**config.mk**
```make
export PLATFORM = sky130hd
export DESIGN_NAME = alu_operand_fetch
export DESIGN_NICKNAME = d
export VERILOG_FILES = /design/src/rtl/alu_operand_fetch.sv
export SDC_FILE = /design/constraint.sdc
export NUM_CORES = 1
export LEC_CHECK = 0
export ABC_AREA = 1
export CORE_MARGIN = 3
export CORE_UTILIZATION = 55
export DETAILED_ROUTE_END_ITERATION = 7
export PLACE_DENSITY = 0.81
export SLEW_MARGIN = 10
export SYNTH_ARGS = -nofsm -noshare
export SYNTH_HDL_FRONTEND = slang
export SYNTH_SLANG_ARGS = --single-unit
```
**constraint.sdc**
```tcl
create_clock -name i_clk -period 5.4 [get_ports i_clk]
set_input_delay 1.08 -clock i_clk [delete_from_list [all_inputs] [get_ports i_clk]]
set_output_delay 1.08 -clock i_clk [all_outputs]
set_load 0.05 [all_outputs]
```
**src/rtl/alu_operand_fetch.sv**
```systemverilog
// rtl/alu_operand_fetch.sv - operand fetch/issue stage with pending scoreboard and writeback bypass
module alu_operand_fetch #(
  parameter int DW    = 16,
  parameter int NREGS = 8,
  parameter int RW    = 3
) (
  input  logic          i_clk,
  input  logic          i_rst_n,
  input  logic          i_valid,
  output logic          o_ready,
  input  logic [2:0]    i_op,
  input  logic [RW-1:0] i_rd,
  input  logic [RW-1:0] i_rs1,
  input  logic [RW-1:0] i_rs2,
  input  logic          i_use_imm,
  input  logic [DW-1:0] i_imm,
  output logic          o_valid,
  input  logic          i_ready,
  output logic [DW-1:0] o_a,
  output logic [DW-1:0] o_b,
  output logic [2:0]    o_op,
  output logic [RW-1:0] o_rd,
  input  logic          i_wb_en,
  input  logic [RW-1:0] i_wb_rd,
  input  logic [DW-1:0] i_wb_data
);

  logic [DW-1:0]    regs [NREGS];
  logic [NREGS-1:0] pending;
  logic [NREGS-1:0] pending_nxt;
  logic [NREGS-1:0] blocked;
  logic [DW-1:0]    fwd_a;
  logic [DW-1:0]    fwd_b;
  logic             hazard;
  logic             accept;

  // Source read with r0 forced to zero and a same-cycle bypass from writeback
  always_comb begin
    fwd_a = regs[i_rs1];
    fwd_b = regs[i_rs2];
    if (i_wb_en && (i_wb_rd == i_rs1)) fwd_a = i_wb_data;
    if (i_wb_en && (i_wb_rd == i_rs2)) fwd_b = i_wb_data;
    if (i_rs1 == '0) fwd_a = '0;
    if (i_rs2 == '0) fwd_b = '0;
  end

  // A register is blocked while pending, unless this cycle's writeback releases it
  always_comb begin
    blocked = '0;
    for (int r = 0; r < NREGS; r++) begin
      blocked[r] = pending[r] && !(i_wb_en && (i_wb_rd == RW'(r)));
    end
  end

  // RAW on either source (rs2 only when it is actually read) and WAW on a non-zero rd
  always_comb begin
    hazard = blocked[i_rs1]
          || (!i_use_imm && blocked[i_rs2])
          || ((i_rd != '0) && blocked[i_rd]);
  end

  assign o_ready = (!o_valid || i_ready) && !hazard;
  assign accept  = i_valid && o_ready;

  // Next scoreboard: writeback clears first so a same-cycle issue to that register wins
  always_comb begin
    pending_nxt = pending;
    if (i_wb_en) pending_nxt[i_wb_rd] = 1'b0;
    if (accept && (i_rd != '0)) pending_nxt[i_rd] = 1'b1;
    pending_nxt[0] = 1'b0;
  end

  // Scoreboard register
  always_ff @(posedge i_clk or negedge i_rst_n) begin
    if (!i_rst_n) begin
      pending <= '0;
    end else begin
      pending <= pending_nxt;
    end
  end

  // Register file; writeback lands even on pending registers, r0 is never written
  always_ff @(posedge i_clk or negedge i_rst_n) begin
    if (!i_rst_n) begin
      for (int r = 0; r < NREGS; r++) regs[r] <= '0;
    end else if (i_wb_en && (i_wb_rd != '0)) begin
      regs[i_wb_rd] <= i_wb_data;
    end
  end

  // Output stage: load on accept, drop valid when drained, otherwise hold
  always_ff @(posedge i_clk or negedge i_rst_n) begin
    if (!i_rst_n) begin
      o_valid <= 1'b0;
      o_a     <= '0;
      o_b     <= '0;
      o_op    <= '0;
      o_rd    <= '0;
    end else if (accept) begin
      o_valid <= 1'b1;
      o_a     <= fwd_a;
      o_b     <= i_use_imm ? i_imm : fwd_b;
      o_op    <= i_op;
      o_rd    <= i_rd;
    end else if (i_ready) begin
      o_valid <= 1'b0;
    end
  end

endmodule

```
==> Word-level counts from Yosys, hierarchy flattened <==
Index checks and enable logic that the tools add are counted.
{ "word_totals": {"reg_bits": 174, "word_cells": 110} }
{ "classes": {"order_cmp": 10, "eq_ne": 9, "mux": 28, "bitwise_logic": 6, "n_reduce_logical": 43} }
{ "ops": {"columns": ["cell", "n"], "rows": [
  ["$mux W16", 10],
  ["$bwmux W128", 1],
  ["$bmux W16 S3", 2],
  ["$demux W16 S3", 1],
  ["$logic_and A1 B1 Y1", 25],
  ["$lt A3 B4 Y1 const B", 4],
  ["$mux W8", 2],
  ["$eq A3 B3 Y1 const B", 4],
  ["$ge A4 B4 Y1 const B", 3],
  ["$not A3 Y4", 3],
  ["$logic_not A1 Y1", 10],
  ["$bmux W1 S3", 3],
  ["$and A8 B8 Y8", 1],
  ["$not A8 Y8", 1],
  ["$or A8 B8 Y8", 1],
  ["$mux W1", 7],
  ["$demux W1 S3", 2],
  ["$eq A3 B2 Y1 const B", 2],
  ["$eq A3 B3 Y1", 2],
  ["$ge A3 B1 Y1 const B", 2],
  ["$logic_not A3 Y1", 2],
  ["$reduce_bool A3 Y1", 2],
  ["$lt A4 B1 Y1 const B", 1],
  ["$eq A3 B1 Y1 const B", 1],
  ["other kinds (2)", 4]
]} }

==> Depth between registers and ports, before layout <==
{ "depth": {"ltp_word": 14, "mapped_depth": 16, "depth_no_buf": 13} }

==> Worst setup path after synthesis <==
No wires, ideal clock.
{ "synth_path": {"path_type": "in2out", "startpoint": "in i_wb_rd[1]", "endpoint": "out o_ready", "arrival_ns": 2.378, "required_ns": 4.320, "slack_ns": 1.942, "path_stages": 14, "n_path_buf": 3, "path_cell_list": "buf_4 -> inv_2 -> nor2_2 -> nand2_2 -> nand2_2 -> nand2_1 -> o21ai_1 -> inv_2 -> nand3_1 -> nand2_1 -> nor2_2 -> and2_1 -> buf_6 -> buf_12"} }
{ "synth_between": {"elab_chain_cells": 11, "word_cells_on_any_way": 40, "classes_between": "eq/ne (7); mux (6); reduce/logical (27)"} }
{ "synth_rtl": {"columns": ["item", "line_no", "rtl"], "rows": [
  ["start: declaration", "24", "input logic [RW-1:0] i_wb_rd,"],
  ["$eq A3 B1 Y1, or another cell as far along", "51", "blocked[r] = pending[r] && !(i_wb_en && (i_wb_rd == RW'(r)));"],
  ["$logic_and A1 B1 Y1", "51", null],
  ["$logic_not A1 Y1", "51", null],
  ["$logic_and A1 B1 Y1", "51", null],
  ["$bmux W1 S3", "58", "|| (!i_use_imm && blocked[i_rs2])"],
  ["$mux W1 (not written as such)", "58", null],
  ["$logic_and A1 B1 Y1", "58", null],
  ["$logic_or A1 B1 Y1", "58", null],
  ["$logic_or A1 B1 Y1 *", "59", "|| ((i_rd != '0) && blocked[i_rd]);"],
  ["$logic_not A1 Y1 *", "62", "assign o_ready = (!o_valid || i_ready) && !hazard;"],
  ["$logic_and A1 B1 Y1 *", "62", null],
  ["end: declaration", "10", "output logic o_ready,"]
]} }
Mark *: on every way between the ends. The rest lies on a longest branch, timed or not. The select of a mux whose other input is x is not followed.

==> Worst setup path after layout <==
Same ends and word-level chain as after synthesis.

==> results.py <==
metrics = {
    "route": {
        "routedWlPerCell_um": 20.15,
        "drtIter0Drc": 1411,
        "route.final.wire_length_mm": 29.89,
        "ant_nets": 0,
        "drcViolationCount": 0,
        "vias_per_cell": 6.063,
        "dr.pass1.iters": 6,
        "vias": 8992,
    },
    "cts": {
        "ctsResizeCount": 0,
        "cts_hold_buffers": 0,
        "cts_made_buffers": 17,
        "path_clk_slew_ns": 0.07,
        "insertion_delay_ns": 0.45,
        "cts_tree": "yes",
        "cts-htree-levels": 4,
        "root_buffer": "clkbuf_16",
        "clockBufferDepth": 2,
        "cts_setup_buffers": 0,
        "clock-sinks": 174,
    },
    "setup_path": {
        "worstReg2RegEnd": "o_a[11]$_DFFE_PN0P_",
        "cp_max_fo": 33,
        "r2r_setup_slack_ns": 3.08,
        "end_kind": "output port",
        "reg2reg_from": "pending[7]$_DFF_PN0_",
        "crit_arrival_ns": 3.50,
        "worst-setup-path-type": "input pin to output port",
        "worst_r2r_path_depth": 11,
        "cp.required_ns": 4.32,
        "cp-start-kind": "input pin",
    },
    "hold_path": {
        "min_from": "regs[125]$_DFFE_PN0P_",
        "holdPathStages": 0,
        "min_path_type": "flop to flop",
        "whs_endpoint": "regs[125]$_DFFE_PN0P_",
    },
    "sta": {
        "final-setup-viol-count": 0,
        "finalCritPeriodShare": 0.8478,
        "slew_headroom": 0.1588,
        "hold_violations": 0,
        "period_needed_ns": 4.578,
        "clock_skew_ns": 0.008760,
        "holdWs_ns": 0.3771,
        "rsz0062_at_grt": "false",
        "fmax_ghz": 0.2184,
        "tightest_slew_ns": 1.260,
        "finalMaxSlewViolations": 0,
        "tns_ns": 0,
    },
    "grt": {
        "antenna_found_initial": 0,
        "grt_max_degree": 106,
        "grt_usage": 0.3322,
        "grt-ovfl-total": 0,
        "grt_pass1_vias": 8747,
        "grt_first_pass_wirelength_mm": 46.85,
    },
    "synthesis": {
        "synth_fp_nets": 1270,
        "async_flop_share": 1.000,
        "avgSynthCellArea_um2": 7.536,
        "ys_seq_area_frac": 0.4748,
        "syn_inst": 1217,
        "ys_types": 30,
        "netlist_area_um2": 9171,
        "synth_edf_count": 0,
        "synth-warning-count": 0,
        "synth_ff_type": "dfrtp_1",
        "ys_ff_latch": 174,
    },
    "final_layout": {
        "nets": 1307,
        "area_growth_pct": 17.05,
        "antenna_cells": 0,
        "drive_above_1_share": 0.07103,
        "fillers": 1372,
    },
    "pwr": {
        "peakVddDrop_mv": 0.2996,
        "power_leakage_nw": 4.946,
        "powerDensity_nw_per_um2": 437.3,
    },
    "floorplanning": {
        "num_rows": 46,
        "fp.dieH_um": 135.1,
        "io_pins": 93,
        "coreArea_um2": 16120,
        "die_width_um": 135.1,
        "fp.dieArea_um2": 18260,
        "start_util": 0.5691,
    },
    "job": {
        "max_cap_violations": 0,
    },
    "status": {
        "status": "complete, no violations",
    },
    "placement": {
        "routabilityCongestion": 0.8778,
        "numPortBuffers": 92,
        "dpl.hpwl_mm": 18.72,
    },
}
-- critical path, stage by stage --
cell and delay, ns:
clkdlybuf4s50_1 0.68, inv_2 0.07, nor2_2 0.13, nand2_2 0.38, nand2_2 0.22, nand2_1 0.07, nand3_1 0.08, nand2_1 0.06
nand2_1 0.06, nand2_1 0.06, nor2_2 0.16, and2_1 0.26, buf_12 0.17
-- how the worst max path moves through the flow --
stage | slack, ns | cells after the start | end | from
detailed placement | 0.85 | 13 | o_ready | i_wb_rd[1]
global placement | 0.88 | 13 | o_ready | i_wb_rd[1]
CTS | 0.82 | 13 | o_ready | i_wb_rd[1]
floorplan | 1.94 | 14 | o_ready | i_wb_rd[1]
global route | 0.60 | 13 | o_ready | i_wb_rd[1]
finish | 0.82 | 13 | o_ready | i_wb_rd[1]
-- cell type report --
class                   count  area [um2]  share of cell area
flip-flops and latches    174        4354              0.4056
repair buffers            116        1112              0.1036
clock inverters            13       155.1             0.01445
clock buffers              19       442.9             0.04126
multi-input cells         871        4123              0.3840
well taps                 216       270.3             0.02517
inverters                  74       277.8             0.02587
-- cell families after synthesis --
family | synth area share
AO/OA/AOI/OAI | 0.1819
XOR/XNOR | 0.0009552
buffers and inverters | 0.07572
flip-flops | 0.4748
AND/OR/NAND/NOR | 0.2667
-- layout by cell type (no fill, tap or decap), types with 3 or more instances in the layout --
master	instances
nand2_1	378
dfrtp_1	174
o21ai_0	123
nand3_1	110
clkdlybuf4s50_1	90
nor2_1	69
inv_1	64
o211ai_1	50
a21oi_1	48
o21ai_1	30
buf_4	24
clkbuf_16	17
o221ai_1	16
nand3_2	10
o2111ai_1	10
nand2_2	9
inv_2	8
nor2_2	5
inv_6	5
o21bai_1	4
clkinvlp_4	3
-- metal layers --
metal / up-vias / global-route usage / share of wire
li1: 4115 / - / -
met1: 4175 / 0.4376 / 0.39
met2: 587 / 0.4947 / 0.44
met3: 115 / 0.1003 / 0.11
met4: 0 / 0.1797 / 0.053
met5: - / 0 / 0
-- sequential cells by signal, summed over array words and instances (netlist names) --
signal   cells
o_valid      1
o_op         3
regs       128
pending      7
o_a         16
o_b         16
o_rd         3
-- Yosys cell counts, types with 9 or more instances --
cell type	instances	area (um2)
nand2_1	378	1419
o211ai_1	50	375.4
a21oi_1	48	240.2
o221ai_1	16	140.1
nand3_2	10	100.1
buf_2	17	85.08
inv_1	64	240.2
dfrtp_1	174	4354
o21ai_1	30	150.1
clkbuf_1	70	262.8
o21ai_0	123	615.6
nor2_1	69	259.0
nand2_2	9	56.30
nand3_1	110	550.5
o2111ai_1	10	87.58
-- power breakdown --
part | leakage, nW | switching (mW) | internal, mW
registers | 2.20 | 0.225 | 1.61
logic | 2.46 | 1.06 | 0.533
clock network | 0.284 | 0.563 | 0.705
-- per-stage QoR --
stage,utilization,cell area (um2),setup slack [ns],instances,power [mW]
6_report,0.6661,10740,0.8216,1483,4.695
4_1_cts,0.6661,10740,0.8222,1483,4.685
3_5_place_dp,0.6290,10140,0.8547,1451,3.424
5_1_grt,0.6661,10740,0.6000,1483,4.912
3_3_place_gp,0.6290,10140,0.8800,1451,3.384
2_1_floorplan,-,9171,1.942,1217,2.855
Note: power is estimated with default switching activity, not from simulation.
